$ cat src/rtl/machine_pkg.sv
// ----------------------------------------------------------------------------
// machine_pkg
// Shared widths, constants and the packer state type for the Machine result
// packer: 12-bit samples are packed pairwise into 8-bit bytes.
// ----------------------------------------------------------------------------
package machine_pkg;

    localparam int SAMPLE_W = 12;
    localparam int BYTE_W   = 8;

    // Fill value for the low nibble of the padding byte of a lone sample.
    localparam logic [3:0] PAD_NIBBLE = 4'h0;

    // Packer sequence for one sample pair A,B:
    //   IDLE -> HI_A (A[11:4]) -> WAIT_B -> MID ({A[3:0],B[11:8]}) -> LO_B (B[7:0])
    // A flush with no B available goes WAIT_B -> PAD ({A[3:0],PAD_NIBBLE}).
    typedef enum logic [2:0] {
        IDLE   = 3'd0,
        HI_A   = 3'd1,
        WAIT_B = 3'd2,
        MID    = 3'd3,
        LO_B   = 3'd4,
        PAD    = 3'd5
    } packer_state_e;

endpackage : machine_pkg

$ cat src/rtl/machine_result_packer_if.sv
// ----------------------------------------------------------------------------
// machine_result_packer_if
// Bundles the sample input stream, the flush request and the packed byte
// output stream of the result packer.
//   in_data/in_valid/in_ready    : 12-bit sample stream into the packer
//   flush                        : one-cycle drain/terminate request
//   out_data/out_valid/out_ready : 8-bit byte stream out of the packer
//   out_last                     : final byte of a flushed stream
// Modports:
//   master : the surrounding system (drives samples, consumes bytes)
//   slave  : the packer itself
// ----------------------------------------------------------------------------
interface machine_result_packer_if;

    logic [machine_pkg::SAMPLE_W-1:0] in_data;
    logic                             in_valid;
    logic                             in_ready;
    logic                             flush;
    logic [machine_pkg::BYTE_W-1:0]   out_data;
    logic                             out_valid;
    logic                             out_ready;
    logic                             out_last;

    modport master (
        output in_data,
        output in_valid,
        input  in_ready,
        output flush,
        input  out_data,
        input  out_valid,
        output out_ready,
        input  out_last
    );

    modport slave (
        input  in_data,
        input  in_valid,
        output in_ready,
        input  flush,
        output out_data,
        output out_valid,
        input  out_ready,
        output out_last
    );

endinterface : machine_result_packer_if

$ cat src/rtl/machine_sample_fifo.sv
// ----------------------------------------------------------------------------
// machine_sample_fifo
// Small synchronous FIFO holding result samples ahead of the packer.
// Ports:
//   clk, srst      : clock and synchronous active-high reset
//   push_i, wdata_i: write request and data (ignored while full)
//   pop_i          : read request (ignored while empty)
//   rdata_o        : head entry, valid combinationally while !empty_o
//   full_o, empty_o: occupancy flags
// Pointers carry one extra wrap bit so that full and empty are distinguished
// without a separate counter.
// ----------------------------------------------------------------------------
module machine_sample_fifo
    import machine_pkg::*;
#(
    parameter int DEPTH = 4,
    parameter int AW    = 2,
    parameter int WIDTH = SAMPLE_W
) (
    input  logic             clk,
    input  logic             srst,
    input  logic             push_i,
    input  logic             pop_i,
    input  logic [WIDTH-1:0] wdata_i,
    output logic [WIDTH-1:0] rdata_o,
    output logic             full_o,
    output logic             empty_o
);

    logic [WIDTH-1:0] mem_q [DEPTH];
    logic [AW:0]      wr_ptr_q;
    logic [AW:0]      rd_ptr_q;
    logic [AW:0]      wr_ptr_d;
    logic [AW:0]      rd_ptr_d;
    logic             do_push;
    logic             do_pop;

    assign full_o  = (wr_ptr_q[AW] != rd_ptr_q[AW]) &&
                     (wr_ptr_q[AW-1:0] == rd_ptr_q[AW-1:0]);
    assign empty_o = (wr_ptr_q == rd_ptr_q);
    assign rdata_o = mem_q[rd_ptr_q[AW-1:0]];

    assign do_push  = push_i & ~full_o;
    assign do_pop   = pop_i & ~empty_o;
    assign wr_ptr_d = wr_ptr_q + {{AW{1'b0}}, 1'b1};
    assign rd_ptr_d = rd_ptr_q + {{AW{1'b0}}, 1'b1};

    // Storage is never reset; the pointers alone define what is valid.
    always_ff @(posedge clk) begin
        if (do_push) begin
            mem_q[wr_ptr_q[AW-1:0]] <= wdata_i;
        end
    end

    always_ff @(posedge clk) begin
        if (srst) begin
            wr_ptr_q <= '0;
            rd_ptr_q <= '0;
        end else begin
            if (do_push) begin
                wr_ptr_q <= wr_ptr_d;
            end
            if (do_pop) begin
                rd_ptr_q <= rd_ptr_d;
            end
        end
    end

endmodule : machine_sample_fifo

$ cat src/rtl/machine_result_packer.sv
// ----------------------------------------------------------------------------
// machine_result_packer
// Buffers 12-bit Machine results and packs sample pairs into three bytes,
// MSB first: A[11:4], {A[3:0],B[11:8]}, B[7:0]. A flush drains a lone odd
// sample as {A[3:0],0} and tags the final byte of the stream with out_last.
// Ports:
//   system1000     : clock
//   system1000_rst : synchronous active-high reset
//   bus (slave)    : sample input stream, flush, packed byte output stream
// All byte outputs are registered and hold while out_valid & !out_ready.
// ----------------------------------------------------------------------------
module machine_result_packer
    import machine_pkg::*;
#(
    parameter int DEPTH = 4,
    parameter int AW    = 2
) (
    input  logic                    system1000,
    input  logic                    system1000_rst,
    machine_result_packer_if.slave  bus
);

    logic                fifo_push;
    logic                fifo_pop;
    logic                fifo_full;
    logic                fifo_empty;
    logic [SAMPLE_W-1:0] fifo_rdata;

    packer_state_e       state_q;
    logic [SAMPLE_W-1:0] reg_a_q;
    logic [SAMPLE_W-1:0] reg_b_q;
    logic                flush_pending_q;
    logic [BYTE_W-1:0]   out_data_q;
    logic                out_valid_q;
    logic                out_last_q;

    logic                byte_accept;
    logic                flush_seen;
    logic                empty_after;

    machine_sample_fifo #(
        .DEPTH (DEPTH),
        .AW    (AW),
        .WIDTH (SAMPLE_W)
    ) u_fifo (
        .clk     (system1000),
        .srst    (system1000_rst),
        .push_i  (fifo_push),
        .pop_i   (fifo_pop),
        .wdata_i (bus.in_data),
        .rdata_o (fifo_rdata),
        .full_o  (fifo_full),
        .empty_o (fifo_empty)
    );

    // No write-through when full, even if the FSM pops in the same cycle.
    assign bus.in_ready = ~fifo_full;
    assign fifo_push    = bus.in_valid & ~fifo_full;
    assign fifo_pop     = ((state_q == IDLE) || (state_q == WAIT_B)) & ~fifo_empty;

    assign byte_accept  = out_valid_q & bus.out_ready;

    // out_last for B[7:0] is decided when LO_B is entered and then held, so
    // it must already account for a flush and a push landing on that edge:
    // a sample pushed alongside the flush still belongs to this stream.
    assign flush_seen   = flush_pending_q | bus.flush;
    assign empty_after  = fifo_empty & ~fifo_push;

    assign bus.out_data  = out_data_q;
    assign bus.out_valid = out_valid_q;
    assign bus.out_last  = out_last_q;

    always_ff @(posedge system1000) begin
        if (system1000_rst) begin
            state_q         <= IDLE;
            reg_a_q         <= '0;
            reg_b_q         <= '0;
            flush_pending_q <= 1'b0;
            out_data_q      <= '0;
            out_valid_q     <= 1'b0;
            out_last_q      <= 1'b0;
        end else begin
            // Sticky flush request; the state arms below consume it.
            flush_pending_q <= flush_pending_q | bus.flush;

            unique case (state_q)
                IDLE: begin
                    if (!fifo_empty) begin
                        reg_a_q     <= fifo_rdata;
                        out_data_q  <= fifo_rdata[SAMPLE_W-1:4];
                        out_valid_q <= 1'b1;
                        out_last_q  <= 1'b0;
                        state_q     <= HI_A;
                    end else if (flush_pending_q) begin
                        // Nothing buffered: the flush ends an empty stream.
                        flush_pending_q <= 1'b0;
                    end
                end

                HI_A: begin
                    if (byte_accept) begin
                        out_valid_q <= 1'b0;
                        state_q     <= WAIT_B;
                    end
                end

                WAIT_B: begin
                    if (!fifo_empty) begin
                        reg_b_q     <= fifo_rdata;
                        out_data_q  <= {reg_a_q[3:0], fifo_rdata[SAMPLE_W-1:8]};
                        out_valid_q <= 1'b1;
                        out_last_q  <= 1'b0;
                        state_q     <= MID;
                    end else if (flush_pending_q) begin
                        out_data_q  <= {reg_a_q[3:0], PAD_NIBBLE};
                        out_valid_q <= 1'b1;
                        out_last_q  <= 1'b1;
                        state_q     <= PAD;
                    end
                end

                MID: begin
                    if (byte_accept) begin
                        out_data_q <= reg_b_q[7:0];
                        out_last_q <= flush_seen & empty_after;
                        state_q    <= LO_B;
                    end
                end

                LO_B: begin
                    if (byte_accept) begin
                        out_valid_q <= 1'b0;
                        out_last_q  <= 1'b0;
                        if (out_last_q) begin
                            flush_pending_q <= 1'b0;
                        end
                        state_q <= IDLE;
                    end
                end

                PAD: begin
                    if (byte_accept) begin
                        out_valid_q     <= 1'b0;
                        out_last_q      <= 1'b0;
                        flush_pending_q <= 1'b0;
                        state_q         <= IDLE;
                    end
                end

                default: begin
                    out_valid_q <= 1'b0;
                    out_last_q  <= 1'b0;
                    state_q     <= IDLE;
                end
            endcase
        end
    end

endmodule : machine_result_packer

$ cat src/flat_wrapper.sv
// flat-port wrapper written by rule: the top's interface ports become plain ports
module machine_result_packer_flat import machine_pkg::*;
#(
    parameter int DEPTH = 4,
    parameter int AW    = 2
)
  (system1000, system1000_rst, bus_in_data, bus_in_valid, bus_in_ready, bus_flush, bus_out_data, bus_out_valid, bus_out_ready, bus_out_last);
  machine_result_packer_if bus_i ();
  input  logic system1000;
  input  logic system1000_rst;
  input wire logic [$bits(bus_i.in_data)-1:0] bus_in_data;
  input wire logic [$bits(bus_i.in_valid)-1:0] bus_in_valid;
  output wire logic [$bits(bus_i.in_ready)-1:0] bus_in_ready;
  input wire logic [$bits(bus_i.flush)-1:0] bus_flush;
  output wire logic [$bits(bus_i.out_data)-1:0] bus_out_data;
  output wire logic [$bits(bus_i.out_valid)-1:0] bus_out_valid;
  input wire logic [$bits(bus_i.out_ready)-1:0] bus_out_ready;
  output wire logic [$bits(bus_i.out_last)-1:0] bus_out_last;
  assign bus_i.in_data = bus_in_data;
  assign bus_i.in_valid = bus_in_valid;
  assign bus_in_ready = bus_i.in_ready;
  assign bus_i.flush = bus_flush;
  assign bus_out_data = bus_i.out_data;
  assign bus_out_valid = bus_i.out_valid;
  assign bus_i.out_ready = bus_out_ready;
  assign bus_out_last = bus_i.out_last;
  machine_result_packer #(.DEPTH(DEPTH), .AW(AW)) u_core (.system1000(system1000), .system1000_rst(system1000_rst), .bus(bus_i));
endmodule
$ cat config.mk
export PLATFORM = sky130hd
export DESIGN_NAME = machine_result_packer_flat
export DESIGN_NICKNAME = d
export VERILOG_FILES = /design/src/rtl/machine_pkg.sv /design/src/rtl/machine_result_packer_if.sv /design/src/rtl/machine_sample_fifo.sv /design/src/rtl/machine_result_packer.sv /design/src/flat_wrapper.sv
export SDC_FILE = /design/constraint.sdc
export NUM_CORES = 1
export LEC_CHECK = 0
export BUFFER_PORTS_ARGS = -buffer_cell sky130_fd_sc_hd__buf_2
export CORE_AREA = 2 2 79 96
export CTS_CLUSTER_SIZE = 20
export DETAILED_ROUTE_END_ITERATION = 10
export DIE_AREA = 0 0 81 98
export PLACE_DENSITY = 0.69
export SYNTH_ARGS = -nofsm -noshare
export SYNTH_HDL_FRONTEND = slang
export SYNTH_HIERARCHICAL = 1
export SYNTH_SLANG_ARGS = --single-unit
$ cat constraint.sdc
create_clock -name system1000 -period 2.5 [get_ports system1000]
set_clock_uncertainty 0.2 [all_clocks]
set_input_delay 0.25 -clock system1000 [delete_from_list [all_inputs] [get_ports system1000]]
set_output_delay 0.25 -clock system1000 [all_outputs]
set_load 0.005 [all_outputs]
# Word level (Yosys, flattened, before mapping)
# Memories as Yosys holds them, arrays and structs flattened. A register that Yosys moved wholly into a read port is not among the register bits.
# Index checks and enable logic that the tools add are counted.
# Widths: inputs -> output; s select.
totals:
  regBits: 32
  latchBits: 0
  ramBits: 48
  romBits: 0
  output_inout_bits: 11
  word_cells: 82
  memories: 1
classes:
  add_sub_neg: 2
  multipliers: 0
  div_mod_pow: 0
  n_lt_le_gt_ge: 0
  n_eq_ne: 14
  shift: 0
  n_mux: 31
  n_bitwise: 13
  reduce_logical: 12
memory_table:
  columns: ["name", "depth", "word_bits", "read_ports", "rd_ports_with_merged_regs", "write_ports", "line_no", "text"]
  rows:
  - ["u_core.u_fifo.mem_q", 4, 12, 1, 1, 1, "machine_sample_fifo.sv:30", "logic [WIDTH-1:0] mem_q [DEPTH];"]
op_table:
  columns: ["cell", "count"]
  rows:
  - ["$mux 8", 4]
  - ["$pmux 8 s3", 1]
  - ["$mux 3", 6]
  - ["$pmux 3 s5", 1]
  - ["$mux 1", 14]
  - ["$reduce_and 5->1", 2]
  - ["$ne 2x1->1 const B", 4]
  - ["$reduce_and 4->1", 2]
  - ["$and 1x1->1", 7]
  - ["$add 3x1->3 const B", 2]
  - ["$eq 3x2->1 const B", 2]
  - ["$eq 3x3->1 const B", 2]
  - ["$not 1->1", 5]
  - ["$pmux 1 s5", 1]
  - ["$mux 2", 2]
  - ["$pmux 1 s4", 1]
  - ["$reduce_and 2->1", 2]
  - ["$eq 3x1->1 const B", 1]
  - ["$eq 3x3->1", 1]
  - ["$logic_not 3->1", 1]
  - ["$ne 3x3->1 const B", 1]
  - ["$pmux 1 s3", 1]
  - ["$reduce_bool 3->1", 1]
  - ["$reduce_or 3->1", 1]
  - ["7 further kinds", 7]

# Logic depth before layout (Yosys ltp)
# Gate-level depths: netlist of the first run.
depth:
  depth_word: 9
  mapped_depth: 9
  mapped_depth_nobuf: 7

# Cells and area by module
# The synthesis of the first run kept the hierarchy.
by_module_without_submodules:
  columns: ["mod", "instances", "cells_per_inst", "area_each_um2"]
  rows:
  - ["machine_sample_fifo", 1, 130, 2302.2]
  - ["machine_result_packer", 1, 157, 1281.2]

# Worst setup path after synthesis of the first run
# No wires, ideal clock.
synth_path:
  kind: "register -> register"
  from: "register u_core.u_fifo.rd_ptr_q[1]"
  to: "memory u_core/u_fifo/mem_q[3][0] (netlist bit) (enable)"
  setup_time_ns: 0.388
  t_arrival_ns: 1.969
  required_time_ns: 1.912
  slack_ns: -0.057
  stages_incl_launch_ff: 8
  n_path_buf: 1
  path_cell_list: "dfxtp_1 clkbuf_4 xnor2_1 nand2_1 nor2_1 nor2b_1 nand2_1 a31oi_1"
synth_between:
  elab_chain_len: 7
synth_rtl:
  columns: ["item", "line_no", "text"]
  rows:
  - ["start: declaration", "machine_sample_fifo.sv:32", "logic [AW:0] rd_ptr_q;"]
  - ["start signal: assignment", "machine_sample_fifo.sv:64", "rd_ptr_q <= rd_ptr_d;"]
  - ["$eq 2x2->1", "machine_sample_fifo.sv:39", "(wr_ptr_q[AW-1:0] == rd_ptr_q[AW-1:0]);"]
  - ["$logic_and 1x1->1", "machine_sample_fifo.sv:38", "assign full_o = (wr_ptr_q[AW] != rd_ptr_q[AW]) &&"]
  - ["net u_core.fifo_full", "machine_result_packer.sv:25", "logic fifo_full;"]
  - ["$not 1->1", "machine_result_packer.sv:58", "assign fifo_push = bus.in_valid & ~fifo_full;"]
  - ["$and 1x1->1", "machine_result_packer.sv:58", null]
  - ["net u_core.fifo_push", "machine_result_packer.sv:23", "logic fifo_push;"]
  - ["$and 1x1->1", "machine_sample_fifo.sv:43", "assign do_push = push_i & ~full_o;"]
  - ["$mux 1", "machine_sample_fifo.sv:50", "if (do_push) begin"]
  - ["$mux 1 (implied by the code)", "machine_sample_fifo.sv:51", "mem_q[wr_ptr_q[AW-1:0]] <= wdata_i;"]
  - ["end: declaration", "machine_sample_fifo.sv:30", null]
# The timed path passes the listed nets, and every way through them passes these cells.

# Worst setup path after layout of the first run
layout_path:
  from: "register u_core.u_fifo.wr_ptr_q[2]"
  to: "memory u_core/u_fifo/mem_q[1][8] (netlist bit) (enable)"
layout_between:
  elab_chain_len: 7
layout_rtl:
  columns: ["item", "line_no", "text"]
  rows:
  - ["start: declaration", "machine_sample_fifo.sv:31", "logic [AW:0] wr_ptr_q;"]
  - ["start signal: assignment", "machine_sample_fifo.sv:61", "wr_ptr_q <= wr_ptr_d;"]
  - ["$ne 1x1->1", "machine_sample_fifo.sv:38", null]
  - ["$logic_and 1x1->1", "machine_sample_fifo.sv:38", null]
  - ["net u_core.fifo_full", "machine_result_packer.sv:25", null]
  - ["$not 1->1", "machine_result_packer.sv:58", null]
  - ["$and 1x1->1", "machine_result_packer.sv:58", null]
  - ["net u_core.fifo_push", "machine_result_packer.sv:23", null]
  - ["$and 1x1->1", "machine_sample_fifo.sv:43", null]
  - ["$mux 1", "machine_sample_fifo.sv:50", null]
  - ["$mux 1 (implied by the code)", "machine_sample_fifo.sv:51", null]
# The timed path passes the listed nets, and every way through them passes these cells.

==> results.py, run 1 <==
metrics = {
    "run_status": {
        "status": "completed",
    },
    "setup_path": {
        "critical_path_class": "flop to flop",
        "startpoint_type_of_the_worst_setup_path": "flop",
        "worst_ep_required_time_ns": 2.37,
        "crit_fanout": 12,
        "endpoint_class_of_the_critical_path": "flop",
        "worst-endpoint-arrival_ns": 2.16,
    },
    "timing": {
        "tns_ns": 0,
        "worst-slew-pin-transition_ns": 0.699,
        "setup_viol": 0,
        "timing.slew.headroom_pct": 53.4,
        "pins_over_their_slew_limit": 0,
        "final_ws_setup_ns": 0.213,
        "fmaxAchievable_ghz": 0.437,
        "post-route-min-period_ns": 2.29,
        "timing_hold_violations_final": 0,
        "layout_worst_path_cycle_share_pct": 91.5,
        "rsz0062_at_grt": "false",
    },
    "routing": {
        "drt-pass1-iter-count": 5,
        "route.final.wire_length_um": 6650,
        "detail_route.vias_per_cell": 5.46,
        "routedWlPerCell_um": 15.2,
        "drt_drc_violations_left": 0,
        "drt_first_iter_violations": 154,
        "via_count": 2379,
        "ant_nets": 0,
    },
    "synth": {
        "seq_area_frac_synth_pct": 59.2,
        "synth_area_um2": 3580,
        "synth-warning-count": 6,
        "syn-num-nets": 309,
        "mapped_cells": 287,
        "ys_ff_latch": 82,
        "yosys.cell_types.count": 50,
        "postSynth.topFlopCell": "sky130_fd_sc_hd__edfxtp_1",
        "ys_async_sr_fraction_pct": 0,
        "synth-edff-count": 48,
        "syn_avg_cell_area_um2": 12.5,
    },
    "global_route": {
        "grt_antenna_before_repair": 0,
        "grtUsageTotal_pct": 18.6,
        "grt_first_pass_wirelength_um": 11100,
        "via_count_of_the_first_global_routing_pass": 2388,
        "grt-ovfl-total": 0,
        "grt_max_degree": 40,
    },
    "final_layout": {
        "post_layout_nonfiller_instances": 436,
        "postLayoutCellArea_um2": 4250,
        "layout_common_cells": "48 x sky130_fd_sc_hd__edfxtp_1, 34 x sky130_fd_sc_hd__dfxtp_1, 33 x sky130_fd_sc_hd__nand2_1",
        "area_delta_synth_final_pct": 18.6,
        "layout-drive-gt1-share_pct": 22.8,
        "finish.net_count": 363,
        "antenna_cells": 0,
        "final_common_cell": "sky130_fd_sc_hd__edfxtp_1",
    },
    "run": {
        "max_cap_violations": 0,
    },
    "power_and_ir_drop": {
        "ir_worst_vdd_v": 0.000518,
        "p_leak_nw": 1.49,
        "design_power_total_mw": 4.42,
        "power-per-cell-area_nw_per_um2": 1040,
    },
    "place": {
        "hpwlAfterDp_um": 4620,
        "total_of_buffers_placed_on_input_and_output_ports": 27,
        "gp_routability_congestion": 0.890,
        "post-place-ws_ns": 0.234,
        "numPlacedInstances": 407,
        "post_placement_cell_area_um2": 3930,
    },
    "clock_network": {
        "worst_skew_pair.late_latency_ns": 0.36,
        "tritoncts": "done",
        "path_clk_slew_ns": 0.09,
        "number_of_levels_the_h_tree_was_split_into": 3,
        "cts-buffers-inserted": 9,
        "cts_buffer_depth": 2,
        "cts_setup_buffers": 0,
        "cts_num_sinks": 82,
        "clk_tree_root_cell": "sky130_fd_sc_hd__clkbuf_8",
        "total_of_cells_resized_after_clock_tree_synthesis": 0,
    },
    "die": {
        "rows": 34,
        "chipHeight_um": 98,
        "design.core.area_um2": 7060,
        "die-area_um2": 7940,
        "starting_density_of_the_core_pct": 50.7,
        "die-width_um": 81,
        "ios": 28,
    },
    "min_path": {
        "hold_class": "primary input to flop",
    },
}
[layout make-up]
type,instances,area (µm²)
clock buffers,9,124
clock inverters,7,67.6
fillers,606,2810
inverters,6,22.5
multi-input cells,183,1360
flip-flops and latches,82,2120
well taps,90,113
repair buffers,59,445
[cells by family after synthesis]
group	Yosys count	share of synthesized area, %
mux	20	9.78
simple gates	91	13.2
buf+inv	22	3.11
compound gates	61	11.5
xor+xnor	6	1.47
flops	82	59.2
fa+ha+maj	5	1.75
[path summary, 6_finish.rpt]
check,slack [ns],to,from,cells after the start
min,0.08,u_core/bus.out_valid$_SDFFE_PP0P_,bus_out_ready,4
min reg2reg,0.26,u_core/reg_b_q[5]$_SDFFE_PP0P_,u_core/reg_b_q[5]$_SDFFE_PP0P_,2
max reg2reg,0.21,u_core/u_fifo/mem_q[1][8]$_DFFE_PP_,u_core/u_fifo/wr_ptr_q[2]$_SDFFE_PP0P_,7
max,0.21,u_core/u_fifo/mem_q[1][8]$_DFFE_PP_,u_core/u_fifo/wr_ptr_q[2]$_SDFFE_PP0P_,7
[through the flow]
step / hold slack, ns / utilization [%]
2_1_floorplan: 0.149 / -
3_3_place_gp: 0.244 / 55.6
3_5_place_dp: 0.248 / 55.6
4_1_cts: 0.0613 / 60.2
5_1_grt: 0.115 / 60.2
6_report: 0.0838 / 60.2
[worst max-delay path, stage by stage (launching register included)]
cell and delay (ns):
sky130_fd_sc_hd__dfxtp_1 0.36, sky130_fd_sc_hd__xnor2_1 0.41, sky130_fd_sc_hd__nor2_1 0.11, sky130_fd_sc_hd__nor2b_1 0.26, sky130_fd_sc_hd__inv_1 0.09, sky130_fd_sc_hd__a31oi_1 0.21, sky130_fd_sc_hd__and2_1 0.21, sky130_fd_sc_hd__buf_12 0.16
[timing repair]
action / in CTS / in global routing
hold buffers: 13 / 0
endpoints found under the setup margin: 0 / 0
hold endpoints to repair: 49 / 0
[flip-flops by register name (all words and copies together) (netlist names), named ones only]
name	flops
u_core/u_fifo/rd_ptr_q	3
u_core/flush_pending_q	1
u_core/reg_b_q	8
u_core/bus.out_valid	1
u_core/state_q	3
u_core/bus.out_data	8
u_core/u_fifo/mem_q	48
u_core/u_fifo/wr_ptr_q	3
u_core/bus.out_last	1
u_core/reg_a_q	4
[report_power, final]
part | total [mW] | switching, mW | internal (mW)
sequential | 1.87 | 0.158 | 1.72
clock | 0.913 | 0.526 | 0.386
combinational | 1.63 | 0.857 | 0.772
total | 4.42 | 1.54 | 2.87
[cells in the mapped netlist (all sizes together) (2+ instances only)]
master	number	area, µm²
a211o	2	18.8
a211oi	2	15.0
a21o	2	15.0
a21oi	19	95.1
a221o	2	20.0
a31oi	4	25.0
a41oi	2	17.5
and2	4	25.0
buf	7	41.3
clkbuf	9	47.6
dfxtp	34	681
edfxtp	48	1440
ha	5	62.6
inv	6	22.5
mux2i	8	80.1
mux4	12	270
nand2	33	124
nand2b	8	50.1
nand3	7	35.0
nand4	2	12.5
nor2	14	52.6
nor2b	4	25.0
nor3	5	30.0
nor3b	8	60.1
o211ai	11	82.6
o21ai	8	40.0
xnor2	3	26.3
xor2	3	26.3
[layer usage]
metal | vias to the layer above | track usage [%] | routed length, µm
met5 | - | 0 | 0
met4 | 0 | 7.30 | 136
met3 | 11 | 5.64 | 233
met2 | 50 | 30.2 | 3390
met1 | 1123 | 23.2 | 2890
li1 | 1195 | - | -
Note: power is estimated with default switching activity, not from simulation.
==> run 2: changes to the inputs <==
- CORE_AREA: 2 2 79 96 -> 2 2 75 91
- DIE_AREA: 0 0 81 98 -> 0 0 77 93
- PLACE_DENSITY: 0.69 -> 0.73
- clock period: 2.5 -> 2.4 ns (I/O delays scaled with it)
==> run 2 against run 1 <==
Maximum frequency up 5.3%. Final cell count shrank 0.46%. Sequential power is 4% higher. Register-to-register slack about the same. Combinational power rose by 7%. Clock power up 18%. Power is 7.9% higher. Critical path depth rose by 1. Core utilization rose by 7.7 points. Sequential cell count is the same. Non-clock buffer count rose by 3. Largest cell class unchanged. Sequential share of layout area decreased by 0.49 points.
==> results.py, run 2 (synthesized netlist as in run 1, its figures left out) <==
metrics = {
    "run_status": {
        "status": "completed",
    },
    "place": {
        "gp_routability_congestion": 0.895,
        "total_of_buffers_placed_on_input_and_output_ports": 27,
        "hpwlAfterDp_um": 4640,
    },
    "timing": {
        "timing_hold_violations_final": 0,
        "rsz0062_at_grt": "false",
        "tns_ns": 0,
        "setup_viol": 0,
        "layout_worst_path_cycle_share_pct": 90.5,
        "worst-slew-pin-transition_ns": 0.713,
        "pins_over_their_slew_limit": 0,
        "post-route-min-period_ns": 2.17,
        "timing.slew.headroom_pct": 52.5,
        "fmaxAchievable_ghz": 0.460,
    },
    "routing": {
        "routedWlPerCell_um": 15.7,
        "drt-pass1-iter-count": 8,
        "route.final.wire_length_um": 6820,
        "ant_nets": 0,
        "drt_drc_violations_left": 0,
        "drt_first_iter_violations": 126,
        "via_count": 2474,
        "detail_route.vias_per_cell": 5.70,
    },
    "power_and_ir_drop": {
        "power-per-cell-area_nw_per_um2": 1110,
        "design_power_total_mw": 4.77,
        "p_leak_nw": 1.51,
        "ir_worst_vdd_v": 0.000755,
    },
    "final_layout": {
        "largest_reg_flops": 48,
        "layout-drive-gt1-share_pct": 23.2,
        "multi_input_comb_area_um2": 1360,
        "final_common_cell": "sky130_fd_sc_hd__edfxtp_1",
        "layout_common_cells": "48 x sky130_fd_sc_hd__edfxtp_1, 34 x sky130_fd_sc_hd__dfxtp_1, 33 x sky130_fd_sc_hd__nand2_1",
        "sequential_cell_area_um2": 2120,
        "antenna_cells": 0,
        "area_delta_synth_final_pct": 19.8,
        "finish.net_count": 366,
        "count_of_filler_cells_inserted_in_the_layout": 489,
    },
    "clock_network": {
        "cts-buffers-inserted": 9,
        "tritoncts": "done",
        "path_clk_slew_ns": 0.08,
        "worst_skew_pair.late_latency_ns": 0.35,
        "clk_tree_root_cell": "sky130_fd_sc_hd__clkbuf_8",
        "cts_num_sinks": 82,
        "cts_buffer_depth": 2,
        "number_of_levels_the_h_tree_was_split_into": 3,
    },
    "global_route": {
        "grtUsageTotal_pct": 21.4,
        "grt-ovfl-total": 0,
        "grt_max_degree": 40,
        "grt_first_pass_wirelength_um": 11800,
        "via_count_of_the_first_global_routing_pass": 2418,
        "grt_antenna_before_repair": 0,
    },
    "setup_path": {
        "worst_reg_to_reg_setup_slack_ns": 0.23,
        "startpoint_type_of_the_worst_setup_path": "flop",
        "worstPathBufferInverterCount": 2,
        "crit_fanout": 12,
        "worst-endpoint-arrival_ns": 2.03,
        "max_stage_delay_ns": 0.33,
        "timing.critical_path.cells": "xnor2_1 > nand2_1 > nor2_1 > nor2b_1 > inv_1 > a31oi_1 > and2_1 > buf_12",
        "timing.critical_path.max_delay_family": "simple AND/OR/NAND/NOR gates",
        "worst_ep_required_time_ns": 2.26,
        "critical_path_class": "flop to flop",
        "endpoint_class_of_the_critical_path": "flop",
        "slowest_stage_cell_on_the_critical_path": "sky130_fd_sc_hd__dfxtp_1",
    },
    "die": {
        "die-area_um2": 7160,
        "starting_density_of_the_core_pct": 56.6,
        "chipHeight_um": 93,
        "rows": 32,
        "design.core.area_um2": 6330,
        "ios": 28,
        "die-width_um": 77,
    },
    "run": {
        "max_cap_violations": 0,
    },
    "min_path": {
        "hold_class": "primary input to flop",
    },
}
## run 2: power by group
part | internal [mW] | leakage [nW] | switching [mW]
Clock | 0.592 | 0.107 | 0.487
Sequential | 1.79 | 0.718 | 0.158
Combinational | 0.810 | 0.688 | 0.932
Total | 3.19 | 1.51 | 1.58
## run 2: worst min-delay path, stage by stage
cell	delay, ns
sky130_fd_sc_hd__buf_2	0.13
sky130_fd_sc_hd__nand2b_1	0.06
sky130_fd_sc_hd__nand3_1	0.07
sky130_fd_sc_hd__a21oi_1	0.05
## run 2: per-layer routing
| layer | routed length (µm) | vias up | part of all wire (%) | GRT usage (%) |
|---|---|---|---|---|
| met1 | 3010 | 1205 | 44 | 27.8 |
| met3 | 294 | 8 | 4.3 | 4.34 |
| met2 | 3420 | 62 | 50 | 35.3 |
| met5 | 0 | - | 0 | 0 |
| met4 | 95 | 0 | 1.4 | 8.78 |
| li1 | - | 1199 | - | - |
## run 2: layout make-up
cell class | instances | area share, %
clock buffers | 10 | 2.97
clock inverters | 6 | 2.10
inverters | 6 | 0.525
multi-input cells | 183 | 31.6
flip-flops and latches | 82 | 49.4
well taps | 85 | 2.48
repair buffers | 62 | 10.9
## run 2: what timing repair did
item,in CTS,in global routing
hold buffers,13,0
endpoints found under the hold margin,49,0
setup buffers,0,0
gates resized for setup,0,0
## run 2: worst paths after layout
kind / from / end / cells past startpoint
max reg2reg: u_core/u_fifo/rd_ptr_q[0]$_SDFFE_PP0P_ / u_core/u_fifo/mem_q[0][8]$_DFFE_PP_ / 8
min: bus_out_ready / u_core/bus.out_valid$_SDFFE_PP0P_ / 4
max: u_core/u_fifo/rd_ptr_q[0]$_SDFFE_PP0P_ / u_core/u_fifo/mem_q[0][8]$_DFFE_PP_ / 8
min reg2reg: u_core/reg_b_q[2]$_SDFFE_PP0P_ / u_core/reg_b_q[2]$_SDFFE_PP0P_ / 2
## run 2: through the flow
| step | setup WS, ns | hold WS [ns] | util [%] | area (µm²) | cells |
|---|---|---|---|---|---|
| global placement | 0.273 | 0.243 | 62.4 | 3950 | 405 |
| detailed placement | 0.254 | 0.249 | 62.4 | 3950 | 405 |
| finish | 0.227 | 0.0628 | 67.9 | 4290 | 434 |
| global route | 0.0403 | 0.0960 | 67.9 | 4290 | 434 |
| CTS | 0.229 | 0.0504 | 67.9 | 4290 | 434 |
| floorplan | 0.00440 | 0.139 | - | 3590 | 287 |
